<file path="src/rtl/imem_boot_loader.sv">
`default_nettype none
// ============================================================================
// Module   : imem_boot_loader
// Purpose  : Receives a length-prefixed byte stream, packs bytes into 32-bit
//            little-endian words, writes them to consecutive instruction
//            memory addresses and holds the core in reset until finished.
// Revision : 1.0 - initial release
// ============================================================================
module imem_boot_loader #(
  parameter int ADDR_W    = 8,
  parameter int MAX_WORDS = 256
) (
  input  logic              CLK,
  input  logic              Reset,
  input  logic              rx_valid,
  input  logic [7:0]        rx_data,
  output logic              rx_ready,
  input  logic              reload,
  output logic              imem_we,
  output logic [ADDR_W-1:0] imem_addr,
  output logic [31:0]       imem_wdata,
  output logic              core_reset,
  output logic              boot_done,
  output logic              err_overflow
);

  typedef enum logic [2:0] {
    S_LEN0  = 3'd0,
    S_LEN1  = 3'd1,
    S_DATA  = 3'd2,
    S_WRITE = 3'd3,
    S_DONE  = 3'd4,
    S_ERR   = 3'd5
  } state_t;

  localparam logic [16:0]     C_MAX_WORDS = 17'(MAX_WORDS);
  localparam logic [ADDR_W:0] C_CNT_ONE   = {{ADDR_W{1'b0}}, 1'b1};

  state_t            r_state;
  state_t            w_next;
  logic [15:0]       r_len;
  logic [ADDR_W:0]   r_word_cnt;   // one extra bit so a full 2**ADDR_W load can terminate
  logic [1:0]        r_byte_cnt;
  logic [31:0]       r_word;

  logic              w_xfer;
  logic [15:0]       w_len_full;
  logic              w_len_over;
  logic [ADDR_W:0]   w_cnt_inc;
  logic              w_last_word;

  assign w_xfer      = rx_valid & rx_ready;
  // Length as it will be once the high byte in flight is captured
  assign w_len_full  = {rx_data, r_len[7:0]};
  assign w_len_over  = {1'b0, w_len_full} > C_MAX_WORDS;
  assign w_cnt_inc   = r_word_cnt + C_CNT_ONE;
  assign w_last_word = 32'(w_cnt_inc) == 32'(r_len);

  // State register
  always_ff @(posedge CLK) begin
    if (Reset) begin
      r_state <= S_LEN0;
    end else begin
      r_state <= w_next;
    end
  end

  // Next-state decode
  always_comb begin
    w_next = r_state;
    case (r_state)
      S_LEN0:  if (w_xfer) w_next = S_LEN1;
      S_LEN1: begin
        if (w_xfer) begin
          if (w_len_full == 16'd0) w_next = S_DONE;
          else if (w_len_over)     w_next = S_ERR;
          else                     w_next = S_DATA;
        end
      end
      S_DATA:  if (w_xfer && (r_byte_cnt == 2'd3)) w_next = S_WRITE;
      S_WRITE: w_next = w_last_word ? S_DONE : S_DATA;
      S_DONE:  if (reload) w_next = S_LEN0;
      S_ERR:   w_next = S_ERR;
      default: w_next = S_LEN0;
    endcase
  end

  // Moore output decode from the registered state
  always_comb begin
    rx_ready     = (r_state == S_LEN0) || (r_state == S_LEN1) || (r_state == S_DATA);
    imem_we      = (r_state == S_WRITE);
    core_reset   = (r_state != S_DONE);
    boot_done    = (r_state == S_DONE);
    err_overflow = (r_state == S_ERR);
  end

  // Length capture, byte packing and word counting
  always_ff @(posedge CLK) begin
    if (Reset) begin
      r_len      <= 16'd0;
      r_word_cnt <= '0;
      r_byte_cnt <= 2'd0;
      r_word     <= 32'd0;
    end else begin
      case (r_state)
        S_LEN0: if (w_xfer) r_len[7:0]  <= rx_data;
        S_LEN1: if (w_xfer) r_len[15:8] <= rx_data;
        S_DATA: begin
          if (w_xfer) begin
            r_word[8*r_byte_cnt +: 8] <= rx_data;
            r_byte_cnt                <= r_byte_cnt + 2'd1;
          end
        end
        S_WRITE: r_word_cnt <= w_cnt_inc;
        S_DONE: begin
          if (reload) begin
            r_word_cnt <= '0;
            r_byte_cnt <= 2'd0;
          end
        end
        default: ;
      endcase
    end
  end

  // Address and data are only meaningful while imem_we is high
  assign imem_addr  = r_word_cnt[ADDR_W-1:0];
  assign imem_wdata = r_word;

endmodule
`default_nettype wire

</file>
<file path="config.mk">
export PLATFORM = sky130hd
export DESIGN_NAME = imem_boot_loader
export DESIGN_NICKNAME = d
export VERILOG_FILES = /design/src/rtl/imem_boot_loader.sv
export SDC_FILE = /design/constraint.sdc
export NUM_CORES = 1
export LEC_CHECK = 0
export CAP_MARGIN = 20
export CORE_MARGIN = 5
export CORE_UTILIZATION = 35
export DETAILED_ROUTE_END_ITERATION = 10
export MAX_ROUTING_LAYER = met4
export PLACE_DENSITY_LB_ADDON = 0.08
export SYNTH_ARGS = -nofsm -noshare
export SYNTH_HDL_FRONTEND = slang
export SYNTH_SLANG_ARGS = --single-unit
</file>
<file path="constraint.sdc">
create_clock -name CLK -period 2.9 [get_ports CLK]
set_clock_uncertainty 0.15 [all_clocks]
set_input_delay 0.435 -clock CLK [delete_from_list [all_inputs] [get_ports CLK]]
set_output_delay 0.435 -clock CLK [all_outputs]
set_load 0.03 [all_outputs]
</file>
==> impl_results.md <==
- Critical Path End: imem_we
- Hold-fix buffer count after cts: 0
- Site row count: 33
- IO Port Bufs: 56
- Sequential area share after synthesis: 0.411
- Synth Area in Compound Gates: 0.161
- Final min period: 2.71 ns
- Mapped Nets: 390
- RSZ-0062 raised after global routing: false
- Worst reg-to-reg path cell count: 6
- Worst skew pair latency: 0.34 ns
- Detailed Place HPWL: 6130 um
- Worst path arrival time: 2.13 ns
- DR pass1 iterations: 4
- Vias in the first global route: 2747
- Max cap viols: 0
- Initial antenna violation count: 0
- Max Clock Freq: 0.369 GHz
- Residual DRC count: 0
- Iteration-0 DRC Markers: 144
- Via density: 5.18
- Synth cell types: 55
- Status: completed
- FILL cells: 813
- Main synth FF type: dfxtp_1
- Synth Warn #: 0
- Antenna diodes: 0
- Post-Synthesis Cell Area: 3020 um^2
- TritonCTS buffer count: 9
- Starting Density: 0.363
- Leak Pwr: 0.00133 uW
- IO Pins: 57
- Worst R2R End: r_state[1]$_SDFFE_PP0P_
- CP Class: reg -> out
- Critical Path Max Stage Delay: 0.70 ns
- Syn-to-layout area delta: 29.0%
- Die X: 103 um
- Crit path max fanout: 12
- Largest net degree at the start of global routing: 49
- Avg WL per Cell: 16.4 um
- Die Area: 10600 um^2
- Cells after synthesis: 372
- Post-Synth XOR/XNOR Area: 0.0344
- Max-slew violation count: 0
- Multiplexer share of the synthesized area: 0.0265
- Crit end category: output pin
- Worst reg2reg setup slack: 0.52 ns
- Clock root buffer: clkbuf_8
- Pwr dens: 490 nW/um^2
- GRT Total Usage: 0.177
- Hold path cells: 2
- Mapped Avg Cell Area: 8.11 um^2
- Clock-pin slew on the worst setup and hold paths: 0.08 ns
- Worst vdd ir: 0.239 mV
- Clk sinks: 62
- Post-synth EDFFs: 0
- Longest Clk Path Bufs: 2
- Critical Path RT: 2.32 ns
- Final Non-Filler Cells: 537
- Tcrit/Tclk final: 0.935
- H-tree depth: 3
- Headroom to the max-slew limit: 0.654
- Nets@finish: 445
- Startpoint Class: flip-flop
- CP startpoint: r_state[1]$_SDFFE_PP0P_
- Placed Cells: 521
- Gr ovfl total: 0
- Adder-cell share of the synthesized area: 0.0249
- Share of post-route cells with drive strength above 1: 0.102
- Simple-gate area share of the yosys netlist: 0.285
- CORE AREA: 8300 um^2
- FF+latch count, synth: 62
- Worst R2R Start: r_word_cnt[1]$_SDFFE_PP0P_
- # setup viols final: 0
- Worst hold margin: 0.304 ns
- CTS tree: built
- Global-route wire length before repair: 14000 um
- Worst slew pin tran: 0.516 ns
- CP max-delay cell: clkdlybuf4s50_1
- Largest family of logic cells by synthesized area: simple AND/OR/NAND/NOR gates
- Final WL: 8790 um
- Die Ht: 103 um
- Async set-reset flop share out of synthesis: 0
- HP Class: reg -> reg
- Critical Path, Cell by Cell: nor2b_1 -> nand2_2 -> inv_2 -> clkdlybuf4s50_1
- ANT nets after route: 0
- Setup Buffers After CTS: 0
- Final Hold Fails: 0
- Placer congestion estimate: 0.777
- Setup_tns: 0 ns
- Via count: 2781
[cells in the final DEF, fill, tap and decap left out, types with 3 or more instances in the layout]
master | synthesis | routed
nand3_1 | 37 | 37
nor2_1 | 20 | 20
inv_1 | 4 | 4
and3_1 | 3 | 3
and4_1 | 3 | 3
and2_1 | 5 | 5
inv_2 | 3 | 3
ha_1 | 6 | 6
nor3_1 | 6 | 6
buf_4 | 11 | 14
mux2i_1 | 8 | 8
nor4_1 | 5 | 5
nand4_1 | 3 | 3
xor2_1 | 3 | 3
nand2_1 | 62 | 62
nor3b_1 | 3 | 3
o21ai_0 | 3 | 3
clkdlybuf4s50_1 | 0 | 55
clkbuf_8 | 0 | 10
nand3b_1 | 4 | 4
xnor2_1 | 7 | 7
a21oi_1 | 55 | 55
dfxtp_1 | 62 | 61
o21ai_1 | 6 | 6
a211oi_1 | 3 | 3
a31oi_1 | 3 | 3
[routing by layer]
layer  GRT usage  vias to the layer above  share of wire
met5           -                        -              0
met4      0.0488                        0         0.0086
met3      0.0433                        6          0.041
met2       0.279                       77           0.47
met1       0.227                     1289           0.48
li1            -                     1409              -
[layout make-up]
type	instances	area [um^2]	area share
clock buffer	10	138	0.0354
clock inverter	6	92.6	0.0238
inverter	7	26.3	0.00675
multi-input combinational	277	1600	0.411
sequential	62	1240	0.319
tap	105	131	0.0338
timing repair buffer	70	661	0.170
[where the power goes]
part           leakage [uW]  switching [uW]  internal [uW]
logic              0.000723            84.6           57.3
registers          0.000502            17.6            864
clock network      0.000109             372            512
total               0.00133             474           1430
[how the worst min path moves through the flow]
| stage | endpoint | slack (ns) | start |
|---|---|---|---|
| 2_1_floorplan | r_len[9]$_SDFFE_PP0P_ | 0.31 | r_len[9]$_SDFFE_PP0P_ |
| 3_3_place_gp | imem_wdata[7]$_SDFFE_PP0P_ | 0.29 | imem_wdata[7]$_SDFFE_PP0P_ |
| 3_5_place_dp | imem_wdata[7]$_SDFFE_PP0P_ | 0.29 | imem_wdata[7]$_SDFFE_PP0P_ |
| 4_1_cts | imem_wdata[7]$_SDFFE_PP0P_ | 0.31 | imem_wdata[7]$_SDFFE_PP0P_ |
| 5_1_grt | imem_wdata[7]$_SDFFE_PP0P_ | 0.32 | imem_wdata[7]$_SDFFE_PP0P_ |
| 6_report | imem_wdata[7]$_SDFFE_PP0P_ | 0.30 | imem_wdata[7]$_SDFFE_PP0P_ |
[logic make-up after synthesis]
| family | count (synthesis) |
|---|---|
| AND/OR/NAND/NOR | 169 |
| AO/OA/AOI/OAI | 83 |
| flip-flops | 62 |
| buffers and inverters | 33 |
| XOR/XNOR | 11 |
| multiplexers | 8 |
| adder cells (fa/ha/maj) | 6 |
[synth_stat cells, types with 2 or more instances]
cell type,instances,area (um^2)
dfxtp_1,62,1240
nand2_1,62,233
a21oi_1,55,275
nand3_1,37,185
nor2_1,20,75.1
buf_4,11,82.6
mux2i_1,8,80.1
clkbuf_1,7,26.3
xnor2_1,7,61.3
buf_2,6,30.0
ha_1,6,75.1
nor3_1,6,30.0
o21ai_1,6,30.0
and2_1,5,31.3
nor4_1,5,31.3
inv_1,4,15.0
nand3b_1,4,30.0
a211oi_1,3,22.5
a31oi_1,3,18.8
and3_1,3,18.8
and4_1,3,26.3
inv_2,3,11.3
nand4_1,3,18.8
nor3b_1,3,22.5
o21ai_0,3,15.0
xor2_1,3,26.3
a21o_1,2,15.0
nand2b_1,2,12.5
nor2b_1,2,12.5
or3_1,2,12.5
or4_1,2,15.0
[state kept, by name, summed over array words and instances (netlist names)]
signal and count:
imem_wdata 32, r_byte_cnt 2, r_len 16, r_state 3
r_word_cnt 9
[through the flow]
stage | total power [uW] | worst slack, ns | cell area, um^2 | utilization
finish | 1910 | 0.189 | 3890 | 0.469
global route | 1980 | 0.0397 | 3890 | 0.469
CTS | 1930 | 0.0582 | 3890 | 0.469
detailed placement | 1050 | 0.436 | 3660 | 0.441
global placement | 1040 | 0.498 | 3660 | 0.441
floorplan | 977 | 0.932 | 3020 | -
[critical path, delay by kind of cell (launching register included)]
| kind | cells | cell delay (ns) |
|---|---|---|
| buffers and inverters | 2 | 0.91 |
| and+or+nand+nor | 2 | 0.43 |
| DFF | 1 | 0.44 |
[timing repair]
action                                 in CTS  in global routing
resized for setup                           0                  1
endpoints found under the hold margin       0                  0
setup endpoints to repair                   0                  1
Note: power is estimated with default switching activity, not from simulation.
